===== src/rtl/bcd_down_timer_if.sv =====
// bcd_down_timer_if
//   Control and status bundle for the BCD down-timer.
//   master: drives ce/load/ld_val/start/stop/reload_en and observes Q/TC/CEO/busy/done.
//   slave : the timer itself.
//   Q holds N_DIG BCD digits, digit 0 in Q[3:0].
interface bcd_down_timer_if #(
    parameter int N_DIG = 4
);
    logic                 ce;
    logic                 load;
    logic [4*N_DIG-1:0]   ld_val;
    logic                 start;
    logic                 stop;
    logic                 reload_en;
    logic [4*N_DIG-1:0]   Q;
    logic                 TC;
    logic                 CEO;
    logic                 busy;
    logic                 done;

    modport master (
        output ce, load, ld_val, start, stop, reload_en,
        input  Q, TC, CEO, busy, done
    );

    modport slave (
        input  ce, load, ld_val, start, stop, reload_en,
        output Q, TC, CEO, busy, done
    );
endinterface


===== src/rtl/bcd_down_timer.sv =====
// bcd_down_timer
//   Multi-digit BCD down-counter. Loads a decimal value, counts it down to zero on
//   ce pulses while running, flags terminal count and optionally auto-reloads so it
//   can serve as a programmable decimal divider.
// Ports
//   clk : rising-edge clock
//   rn  : asynchronous active-low reset
//   bus : bcd_down_timer_if.slave
//         in : ce, load, ld_val, start, stop, reload_en
//         out: Q (registered count), TC (Q==0), CEO (expiry pulse), busy (RUN), done (DONE)
module bcd_down_timer #(
    parameter int N_DIG = 4
) (
    input  logic              clk,
    input  logic              rn,
    bcd_down_timer_if.slave   bus
);
    typedef enum logic [1:0] {S_IDLE, S_RUN, S_DONE} state_t;

    state_t             r_state, w_state_nxt;
    logic [4*N_DIG-1:0] r_q, r_rld;
    logic [4*N_DIG-1:0] w_q_nxt, w_rld_nxt;
    logic [4*N_DIG-1:0] w_clamp, w_dec;
    logic               w_tc, w_brw;
    logic [3:0]         w_dig;

    assign w_tc = (r_q == '0);

    // Clamp each loaded digit into 0..9 so Q can never hold a non-BCD digit.
    // Decrement: a digit borrows only when every lower digit is zero; a borrowing
    // zero wraps to 9.
    always_comb begin
        w_clamp = '0;
        w_dec   = r_q;
        w_brw   = 1'b1;
        w_dig   = '0;
        for (int k = 0; k < N_DIG; k++) begin
            w_dig = bus.ld_val[4*k +: 4];
            w_clamp[4*k +: 4] = (w_dig > 4'd9) ? 4'd9 : w_dig;
            w_dig = r_q[4*k +: 4];
            if (w_brw)
                w_dec[4*k +: 4] = (w_dig == 4'd0) ? 4'd9 : w_dig - 4'd1;
            w_brw = w_brw & (w_dig == 4'd0);
        end
    end

    // Next state, priority load > stop > start > ce.
    always_comb begin
        w_state_nxt = r_state;
        w_q_nxt     = r_q;
        w_rld_nxt   = r_rld;
        if (bus.load) begin
            w_q_nxt     = w_clamp;
            w_rld_nxt   = w_clamp;
            w_state_nxt = S_IDLE;
        end else if (bus.stop && r_state == S_RUN) begin
            w_state_nxt = S_IDLE;
        end else if (bus.start && r_state == S_IDLE) begin
            if (!w_tc)
                w_state_nxt = S_RUN;
        end else if (bus.start && r_state == S_DONE) begin
            w_q_nxt     = r_rld;
            w_state_nxt = (r_rld != '0) ? S_RUN : S_DONE;
        end else if (bus.ce && r_state == S_RUN) begin
            if (!w_tc) begin
                w_q_nxt = w_dec;
            end else if (bus.reload_en && r_rld != '0) begin
                // Expiry with reload: period is V+1 ce pulses.
                w_q_nxt = r_rld;
            end else begin
                w_state_nxt = S_DONE;
            end
        end
    end

    always_ff @(posedge clk or negedge rn) begin
        if (!rn) begin
            r_state <= S_IDLE;
            r_q     <= '0;
            r_rld   <= '0;
        end else begin
            r_state <= w_state_nxt;
            r_q     <= w_q_nxt;
            r_rld   <= w_rld_nxt;
        end
    end

    assign bus.Q    = r_q;
    assign bus.TC   = w_tc;
    assign bus.CEO  = bus.ce & (r_state == S_RUN) & w_tc;
    assign bus.busy = (r_state == S_RUN);
    assign bus.done = (r_state == S_DONE);
endmodule


===== src/flat_wrapper.sv =====
// flat-port wrapper written by rule: the top's interface ports become plain ports
module bcd_down_timer_flat 
#(
    parameter int N_DIG = 4
)
  (clk, rn, bus_ce, bus_load, bus_ld_val, bus_start, bus_stop, bus_reload_en, bus_Q, bus_TC, bus_CEO, bus_busy, bus_done);
  bcd_down_timer_if #(.N_DIG(N_DIG)) bus_i ();
  input  logic clk;
  input  logic rn;
  input wire logic [$bits(bus_i.ce)-1:0] bus_ce;
  input wire logic [$bits(bus_i.load)-1:0] bus_load;
  input wire logic [$bits(bus_i.ld_val)-1:0] bus_ld_val;
  input wire logic [$bits(bus_i.start)-1:0] bus_start;
  input wire logic [$bits(bus_i.stop)-1:0] bus_stop;
  input wire logic [$bits(bus_i.reload_en)-1:0] bus_reload_en;
  output wire logic [$bits(bus_i.Q)-1:0] bus_Q;
  output wire logic [$bits(bus_i.TC)-1:0] bus_TC;
  output wire logic [$bits(bus_i.CEO)-1:0] bus_CEO;
  output wire logic [$bits(bus_i.busy)-1:0] bus_busy;
  output wire logic [$bits(bus_i.done)-1:0] bus_done;
  assign bus_i.ce = bus_ce;
  assign bus_i.load = bus_load;
  assign bus_i.ld_val = bus_ld_val;
  assign bus_i.start = bus_start;
  assign bus_i.stop = bus_stop;
  assign bus_i.reload_en = bus_reload_en;
  assign bus_Q = bus_i.Q;
  assign bus_TC = bus_i.TC;
  assign bus_CEO = bus_i.CEO;
  assign bus_busy = bus_i.busy;
  assign bus_done = bus_i.done;
  bcd_down_timer #(.N_DIG(N_DIG)) u_core (.clk(clk), .rn(rn), .bus(bus_i));
endmodule

===== config.mk =====
export PLATFORM = sky130hd
export DESIGN_NAME = bcd_down_timer_flat
export DESIGN_NICKNAME = d
export VERILOG_FILES = /design/src/rtl/bcd_down_timer_if.sv /design/src/rtl/bcd_down_timer.sv /design/src/flat_wrapper.sv
export SDC_FILE = /design/constraint.sdc
export NUM_CORES = 1
export LEC_CHECK = 0
export ABC_AREA = 1
export BUFFER_PORTS_ARGS = -buffer_cell sky130_fd_sc_hd__buf_2
export CELL_PAD_IN_SITES_DETAIL_PLACEMENT = 0
export CELL_PAD_IN_SITES_GLOBAL_PLACEMENT = 1
export CORE_ASPECT_RATIO = 0.6
export CORE_MARGIN = 2
export CORE_UTILIZATION = 40
export DETAILED_ROUTE_END_ITERATION = 8
export PLACE_DENSITY_LB_ADDON = 0.15
export SYNTH_ARGS = -nofsm -noshare
export SYNTH_HDL_FRONTEND = slang
export SYNTH_SLANG_ARGS = --single-unit

===== constraint.sdc =====
create_clock -name clk -period 3.8 [get_ports clk]
set_clock_uncertainty 0.2 [all_clocks]
set_input_delay 0.19 -clock clk [delete_from_list [all_inputs] [get_ports clk]]
set_output_delay 0.19 -clock clk [all_outputs]
set_load 0.005 [all_outputs]

==> run_summary.xml <==
<?xml version="1.0" encoding="UTF-8"?>
<metrics>
  <group name="status">
    <metric name="outcome" unit="">completed</metric>
  </group>
  <group name="global_routing">
    <metric name="pin_count_of_the_biggest_net_entering_global_routing" unit="">35</metric>
    <metric name="overflow" unit="">0</metric>
    <metric name="grt_first_pass_wirelength" unit="um">9570</metric>
    <metric name="groute.usage.overall" unit="%">20.4</metric>
    <metric name="grt_antenna_before_repair" unit="">0</metric>
    <metric name="via_count_of_the_first_global_routing_pass" unit="">1895</metric>
  </group>
  <group name="logic_synthesis">
    <metric name="syn_avg_cell_area" unit="um2">6.59</metric>
    <metric name="ys.warnings.count" unit="">0</metric>
    <metric name="synth.cell_area" unit="mm2">0.00222</metric>
    <metric name="sequential_fraction_of_the_synthesis_area" unit="%">38.3</metric>
    <metric name="netlist_instances" unit="">337</metric>
    <metric name="ys_seq_elements" unit="">34</metric>
    <metric name="synth_fp_nets" unit="">360</metric>
    <metric name="synth_cell_types" unit="">22</metric>
  </group>
  <group name="worst_setup_path">
    <metric name="data_required_critical_path" unit="ns">3.78</metric>
    <metric name="arrival" unit="ns">2.09</metric>
    <metric name="crit_end" unit="">u_core.bus.Q[9]</metric>
    <metric name="worstReg2RegEnd" unit="">u_core.bus.Q[3]</metric>
    <metric name="cp.buffers_inverters" unit="">4</metric>
    <metric name="worst-path-max-fanout" unit="">33</metric>
    <metric name="regToRegSetupSlack" unit="ns">1.85</metric>
    <metric name="critical_setup_path_kind" unit="">input pin to flop</metric>
    <metric name="critical-path-top-delay-family" unit="">buffers and inverters</metric>
    <metric name="rr_worst_depth" unit="">10</metric>
    <metric name="worst_r2r_startpoint" unit="">u_core.bus.Q[13]</metric>
    <metric name="path_common_cell" unit="">sky130_fd_sc_hd__nand2_1</metric>
    <metric name="worst_setup_path_end_kind" unit="">flop</metric>
    <metric name="timing.critical_path.slowest_stage_cell" unit="">sky130_fd_sc_hd__inv_1</metric>
    <metric name="cp_num_cells" unit="">10</metric>
    <metric name="worst_setup_path_start_kind" unit="">input pin</metric>
    <metric name="crit_start" unit="">bus_load</metric>
    <metric name="cpPeakStageDelay" unit="ns">0.54</metric>
    <metric name="critical_path.cell_chain" unit="">buf_2, inv_1, nand2_4, inv_2, nand2_2, nand2_1, inv_2, nand3_1, nand2_1, nand2_1</metric>
  </group>
  <group name="timing">
    <metric name="timing.final.crit_share" unit="%">55.6</metric>
    <metric name="worst-slew-pin-transition" unit="ns">0.798</metric>
    <metric name="post_route_minimum_period" unit="ns">2.11</metric>
    <metric name="rsz0062_at_grt" unit="">false</metric>
    <metric name="maxClockFrequency" unit="MHz">473</metric>
    <metric name="final.setup.tns" unit="ns">0</metric>
    <metric name="report.final.slew_viol_count" unit="">0</metric>
    <metric name="worst_slew_margin_rel" unit="%">46.7</metric>
    <metric name="setup_violations" unit="">0</metric>
    <metric name="finalHoldViolCount" unit="">0</metric>
  </group>
  <group name="route">
    <metric name="detailed_route_drc_error_count" unit="">0</metric>
    <metric name="post_drt_wl_per_cell" unit="um">13.1</metric>
    <metric name="firstDrtPassIters" unit="">6</metric>
    <metric name="detail_route.vias_per_cell" unit="">4.96</metric>
    <metric name="initialDrtViolationCount" unit="">123</metric>
    <metric name="ant_nets" unit="">0</metric>
    <metric name="drt_wl_total" unit="um">5920</metric>
    <metric name="via_count" unit="">2240</metric>
  </group>
  <group name="power">
    <metric name="power.ir.vdd_worst" unit="uV">280</metric>
    <metric name="power_leakage" unit="nW">1.51</metric>
    <metric name="powerDensity" unit="mW/mm2">540</metric>
  </group>
  <group name="floorplanning">
    <metric name="dieWidth" unit="um">100</metric>
    <metric name="fp-row-count" unit="">20</metric>
    <metric name="top_level_ports" unit="">43</metric>
    <metric name="fp.dieArea" unit="mm2">0.00618</metric>
    <metric name="initial_core_util" unit="%">42.7</metric>
    <metric name="die_y" unit="um">61.7</metric>
    <metric name="core_area" unit="mm2">0.00520</metric>
  </group>
  <group name="hold_path">
    <metric name="type_of_the_tightest_min_delay_check" unit="">input pin to flop</metric>
  </group>
  <group name="cells_and_area">
    <metric name="design.final.nets" unit="">410</metric>
    <metric name="flow.area_growth_from_synthesis" unit="%">18.8</metric>
    <metric name="insertedDiodeCount" unit="">0</metric>
    <metric name="proportion_of_layout_cells_with_a_drive_suffix_above_1" unit="%">18.7</metric>
    <metric name="stdcell_area" unit="mm2">0.00264</metric>
  </group>
  <group name="cts">
    <metric name="tritoncts" unit="">done</metric>
    <metric name="maximum_number_of_buffers_from_clock_root_to_sink" unit="">2</metric>
    <metric name="root_buffer" unit="">sky130_fd_sc_hd__clkbuf_8</metric>
    <metric name="cts-buffers-inserted" unit="">5</metric>
    <metric name="tritoncts_num_sinks" unit="">34</metric>
    <metric name="clock_tree.htree_level_count" unit="">2</metric>
    <metric name="worst_setup_hold_path_clk_slew" unit="ns">0.07</metric>
    <metric name="clk_latency" unit="ns">0.28</metric>
  </group>
  <group name="placed_design">
    <metric name="global_placer_s_final_weighted_congestion" unit="">0.845</metric>
    <metric name="buffer_ports.inserted" unit="">42</metric>
    <metric name="place_area" unit="mm2">0.00246</metric>
    <metric name="post-dp-hpwl" unit="um">4290</metric>
  </group>
  <group name="run">
    <metric name="maxCapViolCount" unit="">0</metric>
  </group>
</metrics>
==> cells in the mapped netlist <==
cell type | instances | area, um2
sky130_fd_sc_hd__clkbuf_1 | 3 | 11.3
sky130_fd_sc_hd__nor2_2 | 6 | 37.5
sky130_fd_sc_hd__a21oi_1 | 8 | 40.0
sky130_fd_sc_hd__o21ai_0 | 22 | 110
sky130_fd_sc_hd__nand2_4 | 5 | 56.3
sky130_fd_sc_hd__nor2_4 | 4 | 45.0
sky130_fd_sc_hd__nand3_1 | 42 | 210
sky130_fd_sc_hd__a21boi_0 | 1 | 7.51
sky130_fd_sc_hd__o21ai_1 | 1 | 5.00
sky130_fd_sc_hd__or2_2 | 1 | 6.26
sky130_fd_sc_hd__a21o_1 | 1 | 7.51
sky130_fd_sc_hd__o21a_1 | 2 | 15.0
sky130_fd_sc_hd__inv_1 | 35 | 131
sky130_fd_sc_hd__nand2_2 | 3 | 18.8
sky130_fd_sc_hd__nor3_1 | 2 | 10.0
sky130_fd_sc_hd__nand2_1 | 126 | 473
sky130_fd_sc_hd__nand4_1 | 5 | 31.3
sky130_fd_sc_hd__nor2_1 | 26 | 97.6
sky130_fd_sc_hd__dfrtp_1 | 34 | 851
sky130_fd_sc_hd__inv_2 | 5 | 18.8
sky130_fd_sc_hd__buf_2 | 3 | 15.0
sky130_fd_sc_hd__buf_6 | 2 | 22.5
==> metrics by stage <==
step | std cells | worst slack, ns | power, mW | hold slack [ns] | utilization, %
2_1_floorplan | 337 | 2.18 | 0.961 | -0.306 | -
3_3_place_gp | 437 | 1.47 | 1.15 | 0.122 | 47.4
3_5_place_dp | 437 | 1.42 | 1.15 | 0.125 | 47.4
4_1_cts | 452 | 1.73 | 1.44 | 0.00122 | 50.7
5_1_grt | 452 | 1.43 | 1.56 | 0.0206 | 50.7
6_report | 452 | 1.69 | 1.42 | 0.00412 | 50.7
==> logic make-up (layout without fill, tap and decap cells) <==
kind of cell	Yosys count	after routing	share of synthesized area [%]
AND/OR/NAND/NOR	220	220	44.4
buffers and inverters	48	97	8.96
AO/OA/AOI/OAI	35	35	8.34
flip-flops	34	34	38.3
==> placed cells by master (no fill, tap or decap), types with 2 or more instances in the layout <==
cell type / instances
sky130_fd_sc_hd__buf_2: 42
sky130_fd_sc_hd__dlygate4sd3_1: 9
sky130_fd_sc_hd__a21oi_1: 8
sky130_fd_sc_hd__o21ai_0: 22
sky130_fd_sc_hd__inv_1: 35
sky130_fd_sc_hd__clkbuf_8: 6
sky130_fd_sc_hd__nor2_4: 4
sky130_fd_sc_hd__nand4_1: 5
sky130_fd_sc_hd__nor3_1: 2
sky130_fd_sc_hd__inv_2: 5
sky130_fd_sc_hd__dfrtp_1: 34
sky130_fd_sc_hd__nand3_1: 42
sky130_fd_sc_hd__nand2_1: 126
sky130_fd_sc_hd__nor2_1: 26
sky130_fd_sc_hd__nand2_4: 5
sky130_fd_sc_hd__nor2_2: 6
sky130_fd_sc_hd__nand2_2: 3
sky130_fd_sc_hd__o21a_1: 2
==> area by class of cell <==
cell class                      count  area, um2
Fill cell                         544       2570
Clock buffer                        6       82.6
Timing Repair Buffer               51        300
Inverter                           40        150
Tap cell                           66       82.6
Sequential cell                    34        851
Multi-Input combinational cell    255       1170
==> per-layer routing <==
metal	GRT usage (%)	share of wire (%)	vias up
met3	4.92	7.0	2
li1	-	-	1165
met1	33.0	57	1000
met2	27.0	36	73
met4	4.11	0.32	0
met5	0	0	-
==> power breakdown <==
part	switching, mW	internal [mW]	total [mW]	leakage (nW)
sequential	0.112	0.449	0.560	0.425
clock	0.133	0.140	0.273	0.0431
combinational	0.343	0.248	0.591	1.04
==> state kept, by name (all words and copies together) (netlist names) <==
signal and count:
u_core.r_rld 16, u_core.r_state 2, u_core.bus.Q 16
==> how the worst min path moves through the flow <==
| stage | start | cells past startpoint | to |
|---|---|---|---|
| floorplan | rn | 0 | u_core.bus.Q[0] |
| global placement | rn | 1 | u_core.bus.Q[7] |
| detailed placement | rn | 1 | u_core.bus.Q[7] |
| CTS | bus_ld_val[6] | 3 | u_core.r_rld[6] |
| global route | bus_ld_val[9] | 3 | u_core.r_rld[9] |
| finish | bus_ld_val[6] | 3 | u_core.r_rld[6] |
==> timing repair <==
action | 4_1_cts | 5_1_grt
hold buffers | 9 | 0
endpoints found under the setup margin | 0 | 0
buffers inserted | 0 | 0
gates resized for setup | 0 | 0
hold endpoints to repair | 42 | 0
==> tightest hold or removal path, cell delays in order <==
cell,delay (ns)
sky130_fd_sc_hd__buf_2,0.09
sky130_fd_sc_hd__nand3_1,0.09
sky130_fd_sc_hd__o21ai_0,0.08
Power figures use the tool's default switching activity.
